<file path="src/rtl/mcht_msg_rsp_if.sv">
// Request/reply handshake bundle between the Manchester codec and the message responder.
interface mcht_msg_rsp_if #(
  parameter int unsigned pOVF_W = 8
);
  logic              rx_vld;
  logic [15:0]       rx_msg;
  logic              tx_vld;
  logic [15:0]       tx_msg;
  logic              tx_dne;
  logic              busy;
  logic [pOVF_W-1:0] ovf_cnt;
  logic              tmo_err;

  // Codec side: delivers decoded requests, accepts replies.
  modport master (
    output rx_vld, rx_msg, tx_dne,
    input  tx_vld, tx_msg, busy, ovf_cnt, tmo_err
  );

  // Responder side.
  modport slave (
    input  rx_vld, rx_msg, tx_dne,
    output tx_vld, tx_msg, busy, ovf_cnt, tmo_err
  );
endinterface

</file>
<file path="src/rtl/mcht_msg_rsp.sv">
// Message responder: executes WRITE/READ/PING on a 16x8 register file and returns one reply
// per request through the encoder handshake, with a one-deep request buffer and done timeout.
module mcht_msg_rsp #(
  parameter int unsigned pTURN_CYC = 4,
  parameter int unsigned pDNE_TMO  = 1024,
  parameter int unsigned pOVF_W    = 8
) (
  input logic          clk_25m,
  input logic          rst,
  mcht_msg_rsp_if.slave bus
);

  localparam int unsigned TurnW = (pTURN_CYC > 1) ? $clog2(pTURN_CYC) : 1;
  localparam int unsigned TmoW  = $clog2(pDNE_TMO);
  localparam logic [TurnW-1:0] TurnLast = TurnW'((pTURN_CYC == 0) ? 0 : pTURN_CYC - 1);
  localparam logic [TmoW-1:0]  TmoLast  = TmoW'(pDNE_TMO - 1);

  typedef enum logic [2:0] {StIdle, StExec, StTurn, StSend, StWaitDne} state_e;

  state_e            state_q;
  logic [15:0]       cur_q;
  logic [15:0]       pend_q;
  logic              pend_vld_q;
  logic [7:0]        regs_q [16];
  logic              tx_vld_q;
  logic [15:0]       tx_msg_q;
  logic [TurnW-1:0]  turn_cnt_q;
  logic [TmoW-1:0]   tmo_cnt_q;
  logic [pOVF_W-1:0] ovf_cnt_q;
  logic              tmo_err_q;

  logic [3:0] op;
  logic [3:0] addr;
  logic [7:0] data;
  logic       wait_exit;
  logic       rx_busy;

  always_comb begin
    op        = cur_q[15:12];
    addr      = cur_q[11:8];
    data      = cur_q[7:0];
    // WAIT_DNE leaves on done or on timeout, with identical follow-on handling.
    wait_exit = (state_q == StWaitDne) && (bus.tx_dne || (tmo_cnt_q == TmoLast));
    rx_busy   = bus.rx_vld && (state_q != StIdle);
  end

  always_ff @(posedge clk_25m) begin
    if (rst) begin
      state_q    <= StIdle;
      cur_q      <= '0;
      pend_q     <= '0;
      pend_vld_q <= 1'b0;
      tx_vld_q   <= 1'b0;
      tx_msg_q   <= '0;
      turn_cnt_q <= '0;
      tmo_cnt_q  <= '0;
      ovf_cnt_q  <= '0;
      tmo_err_q  <= 1'b0;
      for (int i = 0; i < 16; i++) regs_q[i] <= '0;
    end else begin
      tx_vld_q <= 1'b0;

      unique case (state_q)
        StIdle: begin
          if (bus.rx_vld) begin
            cur_q   <= bus.rx_msg;
            state_q <= StExec;
          end
        end
        StExec: begin
          case (op)
            4'h1: begin
              regs_q[addr] <= data;
              tx_msg_q     <= {4'h9, addr, data};
            end
            4'h2:    tx_msg_q <= {4'hA, addr, regs_q[addr]};
            4'h3:    tx_msg_q <= {4'hB, addr, data};
            default: tx_msg_q <= {4'hF, addr, 4'h0, op};
          endcase
          turn_cnt_q <= '0;
          if (pTURN_CYC == 0) begin
            state_q  <= StSend;
            tx_vld_q <= 1'b1;
          end else begin
            state_q <= StTurn;
          end
        end
        StTurn: begin
          if (turn_cnt_q == TurnLast) begin
            state_q  <= StSend;
            tx_vld_q <= 1'b1;
          end else begin
            turn_cnt_q <= turn_cnt_q + TurnW'(1);
          end
        end
        StSend: begin
          state_q   <= StWaitDne;
          tmo_cnt_q <= '0;
        end
        StWaitDne: begin
          if (wait_exit) begin
            if (!bus.tx_dne) tmo_err_q <= 1'b1;
            // Buffered request is older than one arriving right now, so it goes first.
            if (pend_vld_q) begin
              cur_q   <= pend_q;
              state_q <= StExec;
            end else if (bus.rx_vld) begin
              cur_q   <= bus.rx_msg;
              state_q <= StExec;
            end else begin
              state_q <= StIdle;
            end
          end else begin
            tmo_cnt_q <= tmo_cnt_q + TmoW'(1);
          end
        end
        default: state_q <= StIdle;
      endcase

      if (rx_busy) begin
        if (wait_exit) begin
          // Slot is being drained this cycle, so the new request refills it without a drop.
          if (pend_vld_q) pend_q <= bus.rx_msg;
        end else if (!pend_vld_q) begin
          pend_q     <= bus.rx_msg;
          pend_vld_q <= 1'b1;
        end else if (ovf_cnt_q != '1) begin
          ovf_cnt_q <= ovf_cnt_q + pOVF_W'(1);
        end
      end else if (wait_exit && pend_vld_q) begin
        pend_vld_q <= 1'b0;
      end
    end
  end

  assign bus.tx_vld  = tx_vld_q;
  assign bus.tx_msg  = tx_msg_q;
  assign bus.busy    = (state_q != StIdle);
  assign bus.ovf_cnt = ovf_cnt_q;
  assign bus.tmo_err = tmo_err_q;

endmodule

</file>
<file path="src/flat_wrapper.sv">
// flat-port wrapper written by rule: the top's interface ports become plain ports
module mcht_msg_rsp_flat 
#(
  parameter int unsigned pTURN_CYC = 4,
  parameter int unsigned pDNE_TMO  = 1024,
  parameter int unsigned pOVF_W    = 8
)
  (clk_25m, rst, bus_rx_vld, bus_rx_msg, bus_tx_dne, bus_tx_vld, bus_tx_msg, bus_busy, bus_ovf_cnt, bus_tmo_err);
  mcht_msg_rsp_if #(.pOVF_W(pOVF_W)) bus_i ();
  input logic clk_25m;
  input logic rst;
  input wire logic [$bits(bus_i.rx_vld)-1:0] bus_rx_vld;
  input wire logic [$bits(bus_i.rx_msg)-1:0] bus_rx_msg;
  input wire logic [$bits(bus_i.tx_dne)-1:0] bus_tx_dne;
  output wire logic [$bits(bus_i.tx_vld)-1:0] bus_tx_vld;
  output wire logic [$bits(bus_i.tx_msg)-1:0] bus_tx_msg;
  output wire logic [$bits(bus_i.busy)-1:0] bus_busy;
  output wire logic [$bits(bus_i.ovf_cnt)-1:0] bus_ovf_cnt;
  output wire logic [$bits(bus_i.tmo_err)-1:0] bus_tmo_err;
  assign bus_i.rx_vld = bus_rx_vld;
  assign bus_i.rx_msg = bus_rx_msg;
  assign bus_i.tx_dne = bus_tx_dne;
  assign bus_tx_vld = bus_i.tx_vld;
  assign bus_tx_msg = bus_i.tx_msg;
  assign bus_busy = bus_i.busy;
  assign bus_ovf_cnt = bus_i.ovf_cnt;
  assign bus_tmo_err = bus_i.tmo_err;
  mcht_msg_rsp #(.pTURN_CYC(pTURN_CYC), .pDNE_TMO(pDNE_TMO), .pOVF_W(pOVF_W)) u_core (.clk_25m(clk_25m), .rst(rst), .bus(bus_i));
endmodule
</file>
<file path="config.mk">
export PLATFORM = sky130hd
export DESIGN_NAME = mcht_msg_rsp_flat
export DESIGN_NICKNAME = d
export VERILOG_FILES = /design/src/rtl/mcht_msg_rsp_if.sv /design/src/rtl/mcht_msg_rsp.sv /design/src/flat_wrapper.sv
export SDC_FILE = /design/constraint.sdc
export NUM_CORES = 1
export LEC_CHECK = 0
export BUFFER_PORTS_ARGS = -buffer_cell sky130_fd_sc_hd__clkbuf_2
export CORE_ASPECT_RATIO = 1.25
export CORE_MARGIN = 4
export CORE_UTILIZATION = 34
export DETAILED_ROUTE_END_ITERATION = 16
export SLEW_MARGIN = 10
export SYNTH_ARGS = -nofsm -noshare
export SYNTH_HDL_FRONTEND = slang
export SYNTH_SLANG_ARGS = --single-unit
</file>
<file path="constraint.sdc">
create_clock -name clk_25m -period 2.1 [get_ports clk_25m]
set_input_delay 0.42 -clock clk_25m [delete_from_list [all_inputs] [get_ports clk_25m]]
set_output_delay 0.42 -clock clk_25m [all_outputs]
set_load 0.01 [all_outputs]
</file>
==> flow_results.org <==
** CTS
- Clock-pin slew on the worst setup and hold paths :: ~0.06 ns
- Counting along the longest clock path gives a buffer depth of 3.
- Buffer cell driving the clock tree root :: clkbuf_16
- Depth of the CTS H-tree :: 1
- The clock reaches the later pin of the worst-skew pair after 0.49 ns.
- TritonCTS built the clock tree.
- TritonCTS sink count :: between 200 and 250
- CTS buffer count :: 21

** Logic synthesis
- Fraction of the mapped netlist area in adder cells :: less than 1%
- Multiplexer cells account for between 10 and 15% of the synthesized area.
- Cell taking the most area after synthesis :: edfxtp_1
- Summing the areas of all compound-gate instances in the mapped netlist gives approximately 6.9% of the synthesized area.
- Distinct cell type count of the synthesized netlist :: 56
- Counting flops with a built-in enable in the synthesized netlist gives about 130.
- The mapped netlist covers around 9600 µm².
- In the synthesized netlist the dominant register cell turns out to be edfxtp_1.
- Count of synthesis-stage warnings from yosys :: 0
- Area fraction of the dominant cell type after synthesis :: 40.18%
- Async set-reset flop share out of synthesis :: 0%
- Of the total synthesized cell area, the portion taken by XOR and XNOR cells is less than 1%.
- Synthesis produced a netlist with a net count of a little over 800.
- Instance count of the mapped netlist :: 799
- Average cell area after synthesis :: roughly 12 µm²
- For this run, the register share of the synthesized area comes to between 50 and 60%.
- Of the total synthesized cell area, the portion taken by AND, OR, NAND and NOR gates is between 20% and 30%.
- After synthesis, the cell types taking the most area are edfxtp_1 (40%), dfxtp_1 (16%), and2_1 (8.5%).
- By area, the combinational part of the netlist is dominated by simple AND/OR/NAND/NOR gates.
- Flop and latch count out of synthesis :: 206

** Die
- The floorplan step set the die height to roughly 200 µm.
- Total I/O pin count :: 47
- In this run the horizontal extent of the chip is ~160 µm.
- The floorplan has 68 rows.
- Area of the die :: 30,900 µm²
- For this configuration, the core starts out at a cell density of about a third.
- Core Footprint :: ~28,000 µm²

** Worst setup path
- Maximum fanout along the worst path :: 13
- The critical path is of the reg -> out type.
- Levels on crit path :: 3
- Data arrival time of the worst path :: approximately 1.6 ns
- Critical-path cell with the highest stage delay :: or3_1
- The worst setup path is launched from a register.
- Gate family responsible for the most delay along the worst path :: simple AND/OR/NAND/NOR gates
- In this design, the stage delay of the slowest critical-path cell is approximately 0.40 ns.
- Required time at the endpoint of the critical path :: between 1.5 and 2 ns
- The worst setup path is captured at an output pin.
- Setup slack on the worst reg-to-reg path comes out at between 0.1 and 0.15 ns.
- Counting cells, the worst reg-to-reg path comes to 9.
- The number of buffers and inverters on the critical path is 2.
- List of cells traversed by the critical path :: buf_4 > or3_1 > clkbuf_2

** Drt
- For this run, design rule violations remaining after detail routing come to 0.
- Avg WL per Cell :: between 15 and 20 µm
- Count of vias placed by the detailed router :: approximately 6,200
- The first routing iteration left between 300 and 400 violations.
- Vias per Instance :: 4.998
- For this run, the detailed router's first-pass iteration total came to 4.
- Summed over all layers, the routed wires come to 22,210 µm.
- In this run the remaining antenna-violating nets after routing total 0.

** STA
- Worst max-slew margin expressed relative to the limit :: between 60% and 70%
- Setup repair after global routing could not meet its margin everywhere.
- Endpoints failing setup :: 0
- At the pin with the least slew margin, the transition time is 0.5892 ns.
- Maximum achievable frequency :: 505.4 MHz
- Max-slew violation count :: 0
- Final period utilization :: about 94%
- Number of failing hold endpoints at the final stage :: 0
- The worst path in the final design needs a cycle of slightly below 2 ns, including I/O delays and setup.
- For the final routed database, the setup TNS stands at 0 ns.
- For the final database, setup skew stands at roughly 0.015 ns.

** Place
- DP Wirelength :: approximately 16,000 µm
- At the end of routability-driven placement, the weighted congestion stood at around 0.8.
- Port buffer count :: 46

** Pwr
- In this run the static leakage power is 4.264 nW.
- Dividing total power by cell area gives a power density of about 860 nW/µm².
- VDD sags by at most just under 0.6 mV.
- Total power for the finished layout comes to 9.696 mW.

** Worst hold path
- In this run the worst hold path is classified as in -> reg.
- Hold-critical path depth :: 3

** Finish
- In the final design database the tool counted roughly 900 nets.
- Relative to the synthesized area, the layout overhead comes to 17.98%.
- Share of layout cells above drive strength 1 :: between 20% and 30%
- Antenna diode count :: 0

** Global route
- The first global-routing pass estimated about 35,000 µm of wire.
- Number of antenna violations at the first check in global routing :: 0
- Number of global-route vias before repair :: 6,250
- Global-route usage over all layers :: between 10% and 20%
- Entering global routing, the biggest net connects between 70 and 80 pins.
- For this run the aggregate overflow at the end of global routing stands at 0.

** Outcome
- The flow ran to the end, and the final reports show no timing, DRC or antenna violations.

** Job
- Reported max-cap violation count :: 0
-- routing by layer --
metal / share of wire [%] / vias up / track usage (%)
met5: 0 / - / 0
met4: 1.8 / 0 / 3.034
met3: 5.4 / 28 / 2.838
met2: 49 / 140 / 24.50
met1: 44 / 2996 / 19.17
li1: - / 3024 / -
-- power by group --
part / internal, mW / switching, mW
registers: 4.47 / 0.113
clock network: 2.33 / 1.49
logic: 0.538 / 0.745
total: 7.35 / 2.35
-- final timing paths --
| kind | from | endpoint |
|---|---|---|
| max | u_core.state_q[2] | bus_busy |
| min | bus_rx_msg[15] | u_core.pend_q[15] |
| max reg2reg | u_core.tmo_cnt_q[0] | u_core.pend_q[6] |
| min reg2reg | u_core.bus.tx_msg[11] | u_core.bus.tx_msg[11] |
-- cells in the final DEF, fill, tap and decap left out, types with 8 or more instances in the layout --
cell type / synthesis / final
nand2_1: 58 / 58
edfxtp_1: 128 / 128
clkbuf_2: 0 / 45
a21oi_1: 32 / 32
nor2_2: 13 / 13
nand4_1: 9 / 9
nor2_1: 54 / 53
and2_1: 130 / 130
buf_4: 4 / 56
nand2b_1: 8 / 8
dfxtp_1: 78 / 75
mux4_2: 26 / 26
nand3_1: 11 / 11
a22oi_1: 10 / 10
or2_4: 0 / 11
o211ai_1: 19 / 19
clkbuf_16: 0 / 21
xnor2_1: 8 / 8
mux2i_1: 53 / 53
-- state kept, by name, summed over array words and instances (netlist names), named ones only --
name	count
u_core.bus.ovf_cnt	8
u_core.regs_q	128
u_core.cur_q	16
u_core.state_q	3
u_core.bus.tx_msg	16
u_core.tmo_cnt_q	10
u_core.turn_cnt_q	2
u_core.pend_vld_q	1
u_core.pend_q	16
u_core.bus.tmo_err	1
u_core.bus.tx_vld	1
-- final cells by class --
| type | count | area, µm² |
|---|---|---|
| repair buffers | 109 | 790.8 |
| inverters | 5 | 18.77 |
| well taps | 350 | 437.9 |
| clock inverters | 9 | 143.9 |
| flip-flops and latches | 206 | 5409 |
| clock buffers | 28 | 551.8 |
| fillers | 2584 | 16360 |
| multi-input cells | 531 | 3935 |
-- tightest hold or removal path, cell delays in order --
cell,delay (ns)
clkbuf_2,0.09
mux2i_1,0.06
nor2_1,0.07
-- Yosys cell counts, drive strengths merged (7+ instances only) --
library cell	number
dfxtp	78
and2	130
nand2	58
clkbuf	26
buf	31
o21ai	12
mux2i	53
a22oi	10
nand4	10
nand3	11
nor3	7
a21oi	32
edfxtp	128
or2	17
nand2b	8
o211ai	19
mux4	26
nor2	67
xnor2	8
-- stage by stage --
step	instance area, µm²	hold WS, ns	worst slack (ns)	instances	utilization [%]
2_1_floorplan	9574	0.4610	0.03754	799	-
3_3_place_gp	10550	0.4501	0.09511	1200	38.14
3_5_place_dp	10550	0.4523	0.08306	1200	38.14
4_1_cts	11240	0.1653	0.05935	1237	40.66
5_1_grt	11290	0.1910	-0.01240	1238	40.82
6_report	11290	0.1839	0.1215	1238	40.82
-- cells by family (layout without fill, tap and decap cells) --
kind of cell    after synthesis  after routing
mux                          85             85
compound gates               99             99
simple gates                334            334
flops                       206            206
xor+xnor                      9              9
buf+inv                      62            151
fa+ha+maj                     4              4
-- timing repair --
item	4_1_cts	5_1_grt
resized for setup	0	15
endpoints found under the setup margin	0	104
hold buffers	0	0
setup buffers	0	1
Power figures use the tool's default switching activity.
